## src/rtl/serv_imm_serdes.sv

```systemverilog
// Instruction-field latch and immediate serializer: captures an ibus word, decodes its
// RISC-V immediate, then streams it (and the CSR zimm) LSB-first, W bits per beat.
module serv_imm_serdes #(
  parameter int W        = 1,
  parameter int WITH_CSR = 1
) (
  input  logic         clk,
  input  logic         i_rst,
  input  logic         i_wb_en,
  input  logic [31:0]  i_wb_rdt,
  input  logic         i_cnt_en,
  output logic [W-1:0] o_imm,
  output logic [W-1:0] o_csr_imm,
  output logic         o_cnt_done,
  output logic         o_busy,
  output logic [4:0]   o_rf_rd_addr,
  output logic [4:0]   o_rf_rs1_addr,
  output logic [4:0]   o_rf_rs2_addr,
  output logic [4:0]   o_opcode,
  output logic [2:0]   o_funct3
);

  localparam int BEATS = 32 / W;
  localparam int CW    = (BEATS > 1) ? $clog2(BEATS) : 1;
  localparam int ZW    = (W > 5) ? W : 5;
  localparam logic [CW-1:0] LAST = CW'(BEATS - 1);

  function automatic logic signed [31:0] decode_imm(input logic [31:0] inst);
    logic s;
    s = inst[31];
    case (inst[6:2])
      5'b01101, 5'b00101:                   decode_imm = {inst[31:12], 12'b0};
      5'b11011:                             decode_imm = {{12{s}}, inst[19:12], inst[20], inst[30:21], 1'b0};
      5'b11000:                             decode_imm = {{20{s}}, inst[7], inst[30:25], inst[11:8], 1'b0};
      5'b01000:                             decode_imm = {{21{s}}, inst[30:25], inst[11:7]};
      5'b11001, 5'b00000, 5'b00100, 5'b11100: decode_imm = {{21{s}}, inst[30:20]};
      default:                              decode_imm = '0;
    endcase
  endfunction

  logic signed [31:0] sr_q, sr_d;
  logic [ZW-1:0]      z_q, z_d;
  logic [CW-1:0]      cnt_q, cnt_d;
  logic               busy_q, busy_d;
  logic [4:0]         rd_q, rd_d, rs1_q, rs1_d, rs2_q, rs2_d, op_q, op_d;
  logic [2:0]         f3_q, f3_d;
  logic [ZW-1:0]      zimm_load;
  logic               unused_rdt;

  // The opcode's low two bits are always 2'b11 for 32-bit encodings.
  assign unused_rdt = ^i_wb_rdt[1:0];

  assign zimm_load = (WITH_CSR != 0 && i_wb_rdt[14]) ? ZW'(i_wb_rdt[19:15]) : '0;

  always_comb begin
    sr_d   = sr_q;
    z_d    = z_q;
    cnt_d  = cnt_q;
    busy_d = busy_q;
    rd_d   = rd_q;
    rs1_d  = rs1_q;
    rs2_d  = rs2_q;
    op_d   = op_q;
    f3_d   = f3_q;
    // A load takes priority over any beat, including one for an in-flight stream.
    if (i_wb_en) begin
      sr_d   = decode_imm(i_wb_rdt);
      z_d    = zimm_load;
      cnt_d  = '0;
      busy_d = 1'b1;
      rd_d   = i_wb_rdt[11:7];
      rs1_d  = i_wb_rdt[19:15];
      rs2_d  = i_wb_rdt[24:20];
      op_d   = i_wb_rdt[6:2];
      f3_d   = i_wb_rdt[14:12];
    end else if (i_cnt_en && busy_q) begin
      sr_d = sr_q >>> W;
      z_d  = z_q >> W;
      if (cnt_q == LAST) begin
        cnt_d  = '0;
        busy_d = 1'b0;
      end else begin
        cnt_d = cnt_q + CW'(1);
      end
    end
  end

  always_ff @(posedge clk or posedge i_rst) begin
    if (i_rst) begin
      sr_q   <= '0;
      z_q    <= '0;
      cnt_q  <= '0;
      busy_q <= 1'b0;
      rd_q   <= '0;
      rs1_q  <= '0;
      rs2_q  <= '0;
      op_q   <= '0;
      f3_q   <= '0;
    end else begin
      sr_q   <= sr_d;
      z_q    <= z_d;
      cnt_q  <= cnt_d;
      busy_q <= busy_d;
      rd_q   <= rd_d;
      rs1_q  <= rs1_d;
      rs2_q  <= rs2_d;
      op_q   <= op_d;
      f3_q   <= f3_d;
    end
  end

  assign o_imm         = sr_q[W-1:0];
  assign o_csr_imm     = z_q[W-1:0];
  assign o_busy        = busy_q;
  assign o_cnt_done    = busy_q && (cnt_q == LAST);
  assign o_rf_rd_addr  = rd_q;
  assign o_rf_rs1_addr = rs1_q;
  assign o_rf_rs2_addr = rs2_q;
  assign o_opcode      = op_q;
  assign o_funct3      = f3_q;

endmodule

```

## config.mk

```make
export PLATFORM = sky130hd
export DESIGN_NAME = serv_imm_serdes
export DESIGN_NICKNAME = d
export VERILOG_FILES = /design/src/rtl/serv_imm_serdes.sv
export SDC_FILE = /design/constraint.sdc
export NUM_CORES = 1
export LEC_CHECK = 0
export BUFFER_PORTS_ARGS = -buffer_cell sky130_fd_sc_hd__buf_2
export CORE_AREA = 2 2 81 83
export DETAILED_ROUTE_END_ITERATION = 10
export DIE_AREA = 0 0 83 85
export GPL_TIMING_DRIVEN = 0
export HOLD_SLACK_MARGIN = 0.1
export PLACE_DENSITY_LB_ADDON = 0.2
export SYNTH_ARGS = -nofsm -noshare
export SYNTH_HDL_FRONTEND = slang
export SYNTH_SLANG_ARGS = --single-unit
```

## constraint.sdc

```tcl
create_clock -name clk -period 3.8 [get_ports clk]
set_clock_uncertainty 0.15 [all_clocks]
set_input_delay 0.19 -clock clk [delete_from_list [all_inputs] [get_ports clk]]
set_output_delay 0.19 -clock clk [all_outputs]
set_load 0.05 [all_outputs]
```

## After elaboration in Yosys (flattened, before gate mapping)

Index checks and enable logic that the tools add are counted.

- Eq/ne operators: 9
- Reduce and logical (&&, ||, !) cells: 8
- Muxes and demuxes: 12
- Add/sub/neg operators: 1
- Order comparisons: 0
- Shifts and indexed selects: 0
- Divide/modulo/power cells: 0
- Bitwise logic cells: 0
- Multipliers: 0

Operators with widths:

| cell | count |
|---|---|
| one-hot mux 32 bit (5 select lines) | 1 |
| two-way mux 32 bit | 1 |
| two-way mux 31 bit | 1 |
| two-way mux 5 bit | 6 |
| equality test 5 bit (second input constant) | 5 |
| equality test 5 x 3 -> 1 bit (second input constant) | 2 |
| equality test 5 x 4 -> 1 bit (second input constant) | 2 |
| adder 5 x 1 -> 5 bit (second input constant) | 1 |
| zero test 5 bit | 1 |
| nonzero test 2 bit | 2 |
| OR reduction 4 bit | 1 |
| two-way mux 1 bit | 3 |
| logical AND 1 bit | 2 |
| AND reduction 2 bit | 1 |
| OR reduction 2 bit | 1 |

- Bits in read-only memories: 0
- Bits in registers: 66
- Output and inout bits: 27
- Bits in writable memories: 0
- Word-level logic and storage cells: 40
- Latch bits: 0
- Memories kept: 0

## Logic depth before layout (Yosys ltp)

Gate-level depths: netlist of run 1.

- Depth in word-level cells: 4
- Depth in mapped cells: 6
- Gate-level depth less buffers: 6

## Least setup slack after synthesis of run 1

OpenSTA, ideal clock, no wires.

- Path type: reg-to-reg
- Start point: reg cnt_q[0]
- End point: reg cnt_q[2]
- Required time: 3.573 ns
- Setup time: 0.077 ns
- Cell stages (with the launch flop): 6
- Path slack: 1.930 ns
- Arrival: 1.643 ns
- Path through: dfrtp_1 ha_1 and3_1 ha_1 or4b_1 a21oi_1

- Word-level cells in the longest chain between the ends: 4
- Elaborated cells on any way between the ends: 5
- Classes of those cells: 1 x add/sub; 1 x eq/ne; 3 x mux

Ends and longest elaborated chain:

| item | RTL line | RTL |
|---|---|---|
| start, declared | 43 | `logic [CW-1:0] cnt_q, cnt_d;` |
| start signal, assigned | 102 | `cnt_q <= cnt_d;` |
| adder 5 x 1 -> 5 bit or equality test 5 bit (tied branches) | 83, 79 |  |
| two-way mux 5 bit * | 79 | `if (cnt_q == LAST) begin` |
| two-way mux 5 bit * | 76 | `end else if (i_cnt_en && busy_q) begin` |
| two-way mux 5 bit * | 66 | `if (i_wb_en) begin` |

Mark *: on every way between the ends. The rest lies on a longest branch, timed or not. The select of a mux whose other input is x is not followed.
A chain may end at the register's enable or synchronous reset.

## Final worst setup path of run 1

- Start point: reg cnt_q[0]
- End point: out o_cnt_done

- Word-level cells in the longest chain between the ends: 2

Ends and longest elaborated chain:

| item | RTL line | RTL |
|---|---|---|
| equality test 5 bit | 115 | `assign o_cnt_done = busy_q && (cnt_q == LAST);` |
| logical AND 1 bit | 115 |  |
| end, declared | 14 | `output logic o_cnt_done,` |

No other way between the ends.

==> run_results.csv, run 1 <==
group,metric,value,unit
place,routabilityCongestion,0.824,
grt,grt_max_degree,43,
die,die_area,7060,um2
die,start_util,0.537,
synth,syn_area,3330,um2
synth,synth_top_area_frac,0.495,
power,power.leakage,1.96,nW
clock_tree,ctsHoldBuffers,32,
clock_tree,clkSlewWorstSetupHoldPaths,0.07,ns
routing,drc,0,
routing,dr.pass1.iters,5,
routing,drt_iter0_markers,143,
critical_path,critPathArrivalTime,1.84,ns
layout,antennaDiodeCount,0,
routing,wl_per_cell,16.1,um
layout,multiInputGateArea,1510,um2
grt,grt_pass1_wl,13.8,mm
critical_path,r2r-start,"cnt_q[0]",
timing,slew_violations,0,
critical_path,cp-start-kind,"register",
layout,nNetsFinal,458,
synth,async_reset_ff_frac,1.00,
power,power.density,414,nW/um2
clock_tree,clock_sinks,66,
critical_path,r2r-end,"cnt_q[2]",
grt,antenna_found_initial,0,
synth,synth_nets,357,
die,coreArea,6200,um2
synth,synth_cells,319,
clock_tree,post_cts_resized,0,
clock_tree,numCtsBuffers,9,
grt,grtUsageTotal,0.241,
timing,min_period,2.18,ns
worst_hold_path,hold_depth,3,
routing,routed_wl,8.08,mm
clock_tree,clock_path_buffers,2,
timing,fin_tns_setup,0,ns
timing,setup_viol,0,
timing,fin_ws,1.62,ns
synth,synth.avg_cell_area,10.4,um2
clock_tree,cts_root_buf,"clkbuf_8",
clock_tree,cts_tree,"yes",
worst_hold_path,min_from,"i_wb_rdt[6]",
critical_path,path_class,"register to output port",
timing,rsz0062_at_grt,"no",
critical_path,crit_required,3.46,ns
critical_path,reg2reg_depth,5,
place,place_worst_setup_slack,1.78,ns
synth,synth_edf_count,0,
timing,finalHoldViolCount,0,
critical_path,endpoint,"o_cnt_done",
layout,num-fill-cells,476,
timing,fmax,459,MHz
layout,seqCellArea,1650,um2
worst_hold_path,hp-class,"input pin to register",
synth,yosys.area.top_type,"dfrtp_1",
synth,synth_cell_types,45,
routing,vias,2820,
routing,ant_nets,0,
timing,fin_crit_sh,0.573,
clock_tree,htree_levels,3,
synth,ys_warn_count,0,
place,numPortBuffers,57,
synth,synth_flop_cell,"dfrtp_1",
clock_tree,post-cts-setup-buffers,0,
clock_tree,clk_latency,0.34,ns
critical_path,crit_start,"cnt_q[0]",
layout,drive_gt1_frac,0.313,
grt,grt_pass1_vias,2872,
critical_path,end_kind,"output port",
timing,timing.slew.headroom,0.632,
power,irDropWorstVdd,0.000313,V
grt,gr-total-overflow,0,
critical_path,worstPathMaxFanout,7,
die,io_pins,63,
timing,worstMarginPinSlew,0.553,ns
critical_path,ff2ff_setup_slack,1.78,ns
die,die_w,83,um
synth,seq_area_frac_synth,0.495,
status,outcome,"complete, no violations",
layout,syn_to_final_growth,27.5,%
place,hpwl,5.53,mm
synth,ys_ff_latch,66,
die,die_height,85,um
job,drv_cap,0,
synth,netlist_top_cells_area,"dfrtp_1 (50%), mux2_2 (6.4%), a2bb2oi_1 (3.9%)",
die,rows,29,
routing,viasPerCell,5.62,
cells in the mapped netlist (2+ instances only):
cell	count
o21ai_0	14
nand4_1	3
and3_1	4
o2bb2ai_1	2
nand3_1	24
o22ai_1	10
a211oi_1	2
buf_6	6
o21ai_2	11
a21oi_1	5
nor3_1	3
buf_2	8
a2bb2oi_1	15
nor2b_4	2
clkbuf_1	6
a31oi_1	2
mux2_2	19
nand2_2	2
nor2_1	34
inv_1	8
dfrtp_1	66
ha_1	2
a32oi_1	8
mux2i_1	12
buf_1	3
nand2_1	29
layout make-up:
| class | instances | share of cell area |
|---|---|---|
| Multi-Input combinational cell | 221 | 0.355 |
| Buffer | 23 | 0.0333 |
| Timing Repair Buffer | 90 | 0.147 |
| Inverter | 9 | 0.00795 |
| Clock buffer | 9 | 0.0292 |
| Clock inverter | 7 | 0.0165 |
| Sequential cell | 66 | 0.389 |
| Tap cell | 77 | 0.0227 |
power by group:
part           leakage (nW)  internal [W]  total (W)  switching [W]
Clock                0.0990      0.000301   0.000582       0.000280
Combinational          1.04      0.000141   0.000377       0.000236
Sequential            0.821      0.000765   0.000800      0.0000346
critical path, stage by stage, from the launching register on:
cell,delay (ns)
dfrtp_1,0.42
ha_1,0.21
and3_1,0.17
ha_1,0.28
and2_1,0.16
buf_2,0.25
through the flow:
stage / power [W] / std cells / hold slack [ns] / utilization / cell area (um2)
2_1_floorplan: 0.00106 / 319 / 0.179 / - / 3330
3_3_place_gp: 0.00115 / 453 / 0.293 / 0.599 / 3710
3_5_place_dp: 0.00116 / 454 / 0.112 / 0.602 / 3730
4_1_cts: 0.00177 / 502 / 0.198 / 0.685 / 4250
5_1_grt: 0.00184 / 502 / 0.214 / 0.685 / 4250
6_report: 0.00176 / 502 / 0.212 / 0.685 / 4250
worst min-delay path by stage:
stage | to | slack [ns]
2_1_floorplan | o_rf_rs2_addr[2] | 0.18
3_3_place_gp | o_funct3[1] | 0.29
3_5_place_dp | o_opcode[3] | 0.11
4_1_cts | o_opcode[4] | 0.20
5_1_grt | o_opcode[4] | 0.21
6_report | o_opcode[4] | 0.21
metal layers:
layer,GRT usage,share of wire
met5,0,0
met4,0.0730,0.0083
met3,0.0554,0.048
met2,0.395,0.48
met1,0.321,0.46
cell usage in the layout, fill, tap and decap left out, drive strengths merged, types with 4 or more instances in the layout:
master	Yosys	routed
buf	17	75
dfrtp	66	66
nor2	35	35
dlygate4sd3	0	32
nand2	31	31
o21ai	25	25
nand3	24	24
mux2	19	19
a2bb2oi	15	15
clkbuf	6	15
mux2i	12	12
o22ai	10	10
inv	9	9
a32oi	8	8
a21oi	5	5
and3	5	5
clkinv	0	5
nor3	4	4
flip-flops by register name (all words and copies together) (netlist names):
signal and count:
sr_q 32, o_opcode 5, z_q 5, o_funct3 3, o_rf_rs1_addr 5, o_rf_rs2_addr 5, o_busy 1, cnt_q 5
o_rf_rd_addr 5
cells by family (layout without fill, tap and decap cells):
kind of cell,count (synthesis),after routing,synth area share
compound gates,76,76,0.174
xor+xnor,1,1,0.00263
fa+ha+maj,2,2,0.00751
buf+inv,32,138,0.0526
flops,66,66,0.495
mux,31,31,0.100
simple gates,111,111,0.168
Note: power is estimated with default switching activity, not from simulation.
==> run 2: changes to the inputs <==
ABC_AREA = 1   (was default)
CORE_AREA = 2 2 84 86   (was 2 2 81 83)
DIE_AREA = 0 0 86 88   (was 0 0 83 85)
clock period = 1.8 ns   (was 3.8 ns; I/O delays follow)
==> run 2 against run 1 <==
Effect of this change: register-to-register slack worse by 1.7 ns; utilization is 3.8 points lower; critical path depth is 2 higher; combinational power is 95% higher; sequential share of layout area is 0.43 points lower; final area is 1.1% higher; flip-flop and latch count stayed put; total power is 110% higher; die area is 7.3% higher; global-route usage is 0.97 points higher; non-clock buffer count is 8 higher; sequential power is 110% higher; critical endpoint unchanged.
==> run_results.csv, run 2 <==
group,metric,value,unit
layout,nNetsFinal,566,
synth,synth_flop_cell,"dfrtp_1",
power,power,0.00373,W
routing,vias,3260,
clock_tree,htree_levels,3,
routing,ant_nets,0,
routing,drc,0,
timing,slew_violations,0,
synth,yosys.area.top_type,"dfrtp_1",
routing,dr_wl_met2,4.12,mm
timing,fmax,569,MHz
timing,worstMarginPinSlew,0.581,ns
layout,largest_register_ff_count,32,
status,outcome,"complete, no violations",
synth,ys_ff_latch,66,
timing,setup_viol,0,
grt,grt_pass1_vias,3194,
critical_path,critPathTopFamily,"flip-flops",
layout,multiInputGateArea,1460,um2
critical_path,path_class,"register to output port",
clock_tree,cts_tree,"yes",
clock_tree,clkSlewWorstSetupHoldPaths,0.07,ns
synth,synth_compound_area_frac,0.132,
critical_path,worstPathMaxFanout,3,
synth,synth_common_cells,"nand2_1 (145), dfrtp_1 (66), nor2_1 (40)",
clock_tree,numCtsBuffers,9,
synth,seq_area_frac_synth,0.506,
die,rows,30,
critical_path,critPathArrivalTime,1.52,ns
routing,wl_met3,494,um
grt,grt_max_degree,42,
critical_path,slowest_delay,0.39,ns
critical_path,end_kind,"output port",
grt,grtUsageTotal,0.250,
routing,drt_iter0_markers,176,
synth,synth_cell_types,29,
synth,syn_area,3260,um2
critical_path,crit_required,1.56,ns
clock_tree,clk_latency,0.34,ns
routing,m1WireLength,3.88,mm
synth,synth_top_area_frac,0.506,
die,die_area,7570,um2
timing,rsz0062_at_grt,"yes",
grt,grt_pass1_wl,14.7,mm
routing,wl_per_cell,14.2,um
die,start_util,0.491,
place,numPortBuffers,60,
critical_path,r2r-start,"cnt_q[1]",
synth,synth_edf_count,0,
critical_path,cp-start-kind,"register",
die,die_height,88,um
routing,maxUsedRoutingLayer,"met4",
grt,antenna_found_initial,0,
clock_tree,clock_path_buffers,2,
synth,synth_cells,420,
power,irDropWorstVdd,0.000424,V
die,coreArea,6640,um2
synth,synth_nets,458,
power,power.density,869,nW/um2
timing,min_period,1.76,ns
critical_path,cp_cell_sequence,"ha_2, nand2_2, nor2_2, ha_2, nand2_2, inv_2, buf_8",
critical_path,reg2reg_depth,9,
critical_path,r2r-end,"cnt_q[3]",
timing,fin_crit_sh,0.977,
grt,gr-total-overflow,0,
layout,antennaDiodeCount,0,
synth,synth_top_family_by_area,"simple AND/OR/NAND/NOR gates",
layout,num-fill-cells,561,
synth,synth_fa_ha_area_frac,0.00767,
power,power.leakage,2.18,nW
layout,drive_gt1_frac,0.240,
layout,final_cell_mix,"nand2_1 (143), buf_2 (69), dfrtp_1 (66), nor2_1 (39), o21ai_0 (38)",
place,hpwl,6.00,mm
synth,netlist_top_cells_area,"dfrtp_1 (51%), nand2_1 (17%), o21ai_0 (6.0%)",
timing,timing.slew.headroom,0.612,
layout,regMostFlops,"sr_q",
job,drv_cap,0,
place,routabilityCongestion,0.881,
layout,final_common_cell,"nand2_1",
routing,viasPerCell,5.32,
critical_path,ff2ff_setup_slack,0.10,ns
routing,routed_wl,8.69,mm
critical_path,slowest_stage,"dfrtp_1",
synth,synth.avg_cell_area,7.77,um2
synth,yosysMostFrequentCell,"nand2_1",
synth,async_reset_ff_frac,1.00,
synth,synthMuxAreaShare,0,
clock_tree,cts_root_buf,"clkbuf_8",
clock_tree,clock_sinks,66,
routing,dr.pass1.iters,5,
timing,finalHoldViolCount,0,
synth,yosys.area_share.simple,0.296,
layout,syn_to_final_growth,31.7,%
synth,synth-xor-area-share,0.00268,
die,io_pins,63,
die,die_w,86,um
critical_path,crit_buf_inv,2,
layout,seqCellArea,1650,um2
worst_hold_path,hp-class,"input pin to async pin",
synth,ys_warn_count,0,
timing,fin_tns_setup,0,ns
==> run 2: changes by cell type after synthesis, sizes merged, moves of 10 or more <==
cell / previous run / this run
nand2: 31 / 149
a21oi: 5 / 31
mux2: 19 / 0
o21ai: 25 / 43
a2bb2oi: 15 / 0
mux2i: 12 / 0
nand4: 3 / 13
nor2: 35 / 45
==> run 2: report_power, final <==
| part | switching, W | internal, W | leakage, nW |
|---|---|---|---|
| logic | 0.000500 | 0.000238 | 1.24 |
| registers | 0.0000682 | 0.00162 | 0.825 |
| clock network | 0.000560 | 0.000751 | 0.112 |
==> run 2: worst reg2reg max path: cells and delay by family, from the launching register on <==
family                   cells  cell delay, ns
AND/OR/NAND/NOR              3            0.24
AO/OA/AOI/OAI                1            0.12
flip-flops                   1            0.40
buffers and inverters        3            0.33
adder cells (fa/ha/maj)      2            0.37
==> run 2: worst max path at each step <==
stage                     depth (start not counted)         end  slack (ns)  startpoint
after floorplan                                   6     sr_q[8]        0.06      o_busy
after global placement                            7    sr_q[25]        0.04      o_busy
after detailed placement                          7    sr_q[25]        0.03      o_busy
after CTS                                         7  o_cnt_done       0.002    cnt_q[0]
after global routing                              7  o_cnt_done       -0.06    cnt_q[0]
final                                             7  o_cnt_done        0.04    cnt_q[0]
==> run 2: cell families (layout without fill, tap and decap cells) <==
group / Yosys count / in the layout
XOR/XNOR: 1 / 1
flip-flops: 66 / 66
buffers and inverters: 42 / 155
adder cells (fa/ha/maj): 2 / 2
AND/OR/NAND/NOR: 229 / 229
AO/OA/AOI/OAI: 80 / 80
==> run 2: cell type report <==
class                           instances  area share
Clock inverter                          4      0.0114
Tap cell                               80      0.0233
Multi-Input combinational cell        312       0.339
Sequential cell                        66       0.384
Buffer                                 24      0.0277
Inverter                               18      0.0169
Timing Repair Buffer                   97       0.159
Clock buffer                           12      0.0384
==> run 2: metal layers <==
| metal | vias up | global-route usage |
|---|---|---|
| met5 | - | 0 |
| met4 | 0 | 0.111 |
| met3 | 19 | 0.0566 |
| met2 | 129 | 0.402 |
| met1 | 1518 | 0.326 |
| li1 | 1594 | - |
==> run 2: repair_timing <==
| action | 4_1_cts | 5_1_grt |
|---|---|---|
| resized for setup | 4 | 16 |
| setup endpoints to repair | 1 | 38 |
| setup buffers | 1 | 2 |
| pin swaps | 1 | 4 |
| gates cloned | 0 | 0 |
| hold buffers | 33 | 0 |
| hold endpoints to repair | 129 | 0 |
==> run 2: through the flow <==
| stage | setup slack, ns | instances | hold WS [ns] | utilization | cell area (um2) |
|---|---|---|---|---|---|
| after global placement | 0.0420 | 560 | 0.164 | 0.552 | 3670 |
| after floorplan | 0.0648 | 420 | 0.0534 | - | 3270 |
| after detailed placement | 0.0322 | 561 | 0.0324 | 0.555 | 3690 |
| final | 0.0418 | 613 | 0.206 | 0.647 | 4300 |
| after CTS | 0.00198 | 611 | 0.213 | 0.640 | 4250 |
| after global routing | -0.0629 | 613 | 0.265 | 0.647 | 4300 |
==> run 3: changes to the inputs <==
BUFFER_PORTS_ARGS = -buffer_cell sky130_fd_sc_hd__buf_4   (was -buffer_cell sky130_fd_sc_hd__buf_2)
==> run 3 against run 2 <==
Effect of this change: wire length grew 4.8%; register-to-register slack gained 0.03 ns; total power grew 1.3%; fmax shrank 1.6%; critical endpoint unchanged; flip-flop and latch count is the same.
==> run_results.csv, run 3 (same netlist as run 2, synthesis figures left out) <==
group,metric,value,unit
status,outcome,"complete, no violations",
routing,drt_iter0_markers,238,
routing,wl_met3,570,um
routing,dr_wl_met2,4.40,mm
power,pwr-share-comb,0.211,
timing,fin_crit_sh,0.992,
die,coreArea,6640,um2
routing,maxUsedRoutingLayer,"met4",
clock_tree,cts_tree,"yes",
critical_path,r2r-end,"cnt_q[0]",
grt,grtUsageTotal,0.262,
critical_path,cp-start-kind,"register",
timing,worstMarginPinSlew,0.559,ns
timing,slew_violations,0,
place,routabilityCongestion,0.840,
clock_tree,clock_path_buffers,2,
power,power_frac_clock,0.342,
layout,num-fill-cells,562,
die,die_area,7570,um2
critical_path,r2r-start,"cnt_q[0]",
routing,ant_nets,0,
grt,grt_max_degree,43,
routing,viasPerCell,5.39,
critical_path,worstPathMaxFanout,3,
clock_tree,htree_levels,3,
routing,wl_per_cell,14.8,um
critical_path,crit_buf_inv,2,
die,io_pins,63,
timing,finalHoldViolCount,0,
timing,rsz0062_at_grt,"yes",
layout,regMostFlops,"sr_q",
critical_path,path_depth,7,
layout,final_common_cell,"nand2_1",
routing,m1WireLength,3.86,mm
layout,nNetsFinal,566,
critical_path,crit_path_frequent_cell,"ha_2",
grt,antenna_found_initial,0,
place,hpwl,6.29,mm
routing,dr.pass1.iters,8,
job,drv_cap,0,
critical_path,cp_cell_sequence,"ha_2, nand2_2, nor2_1, ha_2, nand2_1, inv_1, buf_6",
critical_path,reg2reg_depth,8,
power,power.density,854,nW/um2
die,rows,30,
grt,grt_pass1_wl,15.2,mm
clock_tree,cts_root_buf,"clkbuf_8",
layout,final_cell_mix,"nand2_1 (144), dfrtp_1 (66), buf_4 (62), nor2_1 (40), o21ai_0 (39)",
clock_tree,clock_sinks,66,
place,placed_cell_area,3860,um2
critical_path,ff2ff_setup_slack,0.13,ns
routing,routed_wl,9.10,mm
critical_path,crit_required,1.56,ns
timing,fmax,560,MHz
layout,final_util,0.666,
clock_tree,clk_latency,0.35,ns
power,intPower,0.00262,W
routing,drc,0,
timing,holdWs,0.193,ns
layout,syn_to_final_growth,35.7,%
routing,vias,3306,
clock_tree,numCtsBuffers,9,
power,power.leakage,2.21,nW
critical_path,critPathTopFamily,"flip-flops",
power,switching_share,0.307,
critical_path,end_kind,"output port",
clock_tree,clkSlewWorstSetupHoldPaths,0.07,ns
critical_path,path_class,"register to output port",
timing,setup_viol,0,
timing,timing.slew.headroom,0.627,
layout,antennaDiodeCount,0,
die,start_util,0.491,
power,irDropWorstVdd,0.000578,V
grt,grt_pass1_vias,3286,
layout,drive_gt1_frac,0.229,
critical_path,critPathArrivalTime,1.55,ns
layout,largest_register_ff_count,32,
worst_hold_path,hp-class,"input pin to async pin",
power,power_switching,0.00116,W
die,die_height,88,um
critical_path,slowest_stage,"dfrtp_1",
die,die_w,86,um
place,numPortBuffers,60,
critical_path,slowest_delay,0.39,ns
grt,gr-total-overflow,0,
layout,finalInstanceArea,4430,um2
timing,min_period,1.79,ns
power,p_seq_frac,0.447,
run 3: repair_timing:
action | 4_1_cts | 5_1_grt
setup buffers | 1 | 1
gates resized for setup | 3 | 7
endpoints found under the setup margin | 1 | 21
pin swaps | 1 | 4
hold endpoints to repair | 129 | 0
hold buffers | 33 | 0
gates cloned | 0 | 0
run 3: worst max-delay path by stage:
stage,from,endpoint,slack (ns)
floorplan,o_busy,sr_q[8],0.06
global placement,o_busy,sr_q[25],0.04
detailed placement,o_busy,z_q[3],0.04
CTS,cnt_q[0],o_cnt_done,0.003
global route,cnt_q[0],o_cnt_done,-0.05
finish,cnt_q[0],o_cnt_done,0.01
run 3: cell type report:
class / instances / area [um2] / share of cell area
clock inverter: 4 / 50.0 / 0.0113
multi-input combinational: 312 / 1440 / 0.326
inverter: 18 / 72.6 / 0.0164
clock buffer: 12 / 155 / 0.0350
timing repair buffer: 97 / 840 / 0.190
sequential: 66 / 1650 / 0.373
tap: 80 / 100 / 0.0226
buffer: 24 / 118 / 0.0266
run 3: routing by layer:
layer / up-vias / global-route usage
met4: 0 / 0.137
met1: 1559 / 0.321
met2: 131 / 0.438
met3: 31 / 0.0537
met5: - / 0
li1: 1585 / -
run 3: stage by stage:
| step | setup slack, ns | std cells | TNS (ns) | total power, W |
|---|---|---|---|---|
| 6_report | 0.0137 | 613 | 0 | 0.00378 |
| 3_3_place_gp | 0.0416 | 560 | 0 | 0.00242 |
| 2_1_floorplan | 0.0648 | 420 | 0 | 0.00217 |
| 4_1_cts | 0.00309 | 612 | 0 | 0.00379 |
| 5_1_grt | -0.0472 | 613 | -0.0478 | 0.00396 |
| 3_5_place_dp | 0.0433 | 562 | 0 | 0.00245 |
run 3: tightest hold or removal path: stages:
cell and delay (ns):
dlygate4sd3_1 0.53, buf_4 0.14, clkinvlp_4 0.07, buf_12 0.23
run 3: power by group through the flow:
stage	clock [W]	combinational (W)	sequential (W)
after floorplan	0	0.000291	0.00188
after global placement	0	0.000710	0.00171
after detailed placement	0	0.000733	0.00171
after CTS	0.00132	0.000791	0.00169
after global routing	0.00139	0.000874	0.00170
final	0.00129	0.000800	0.00169
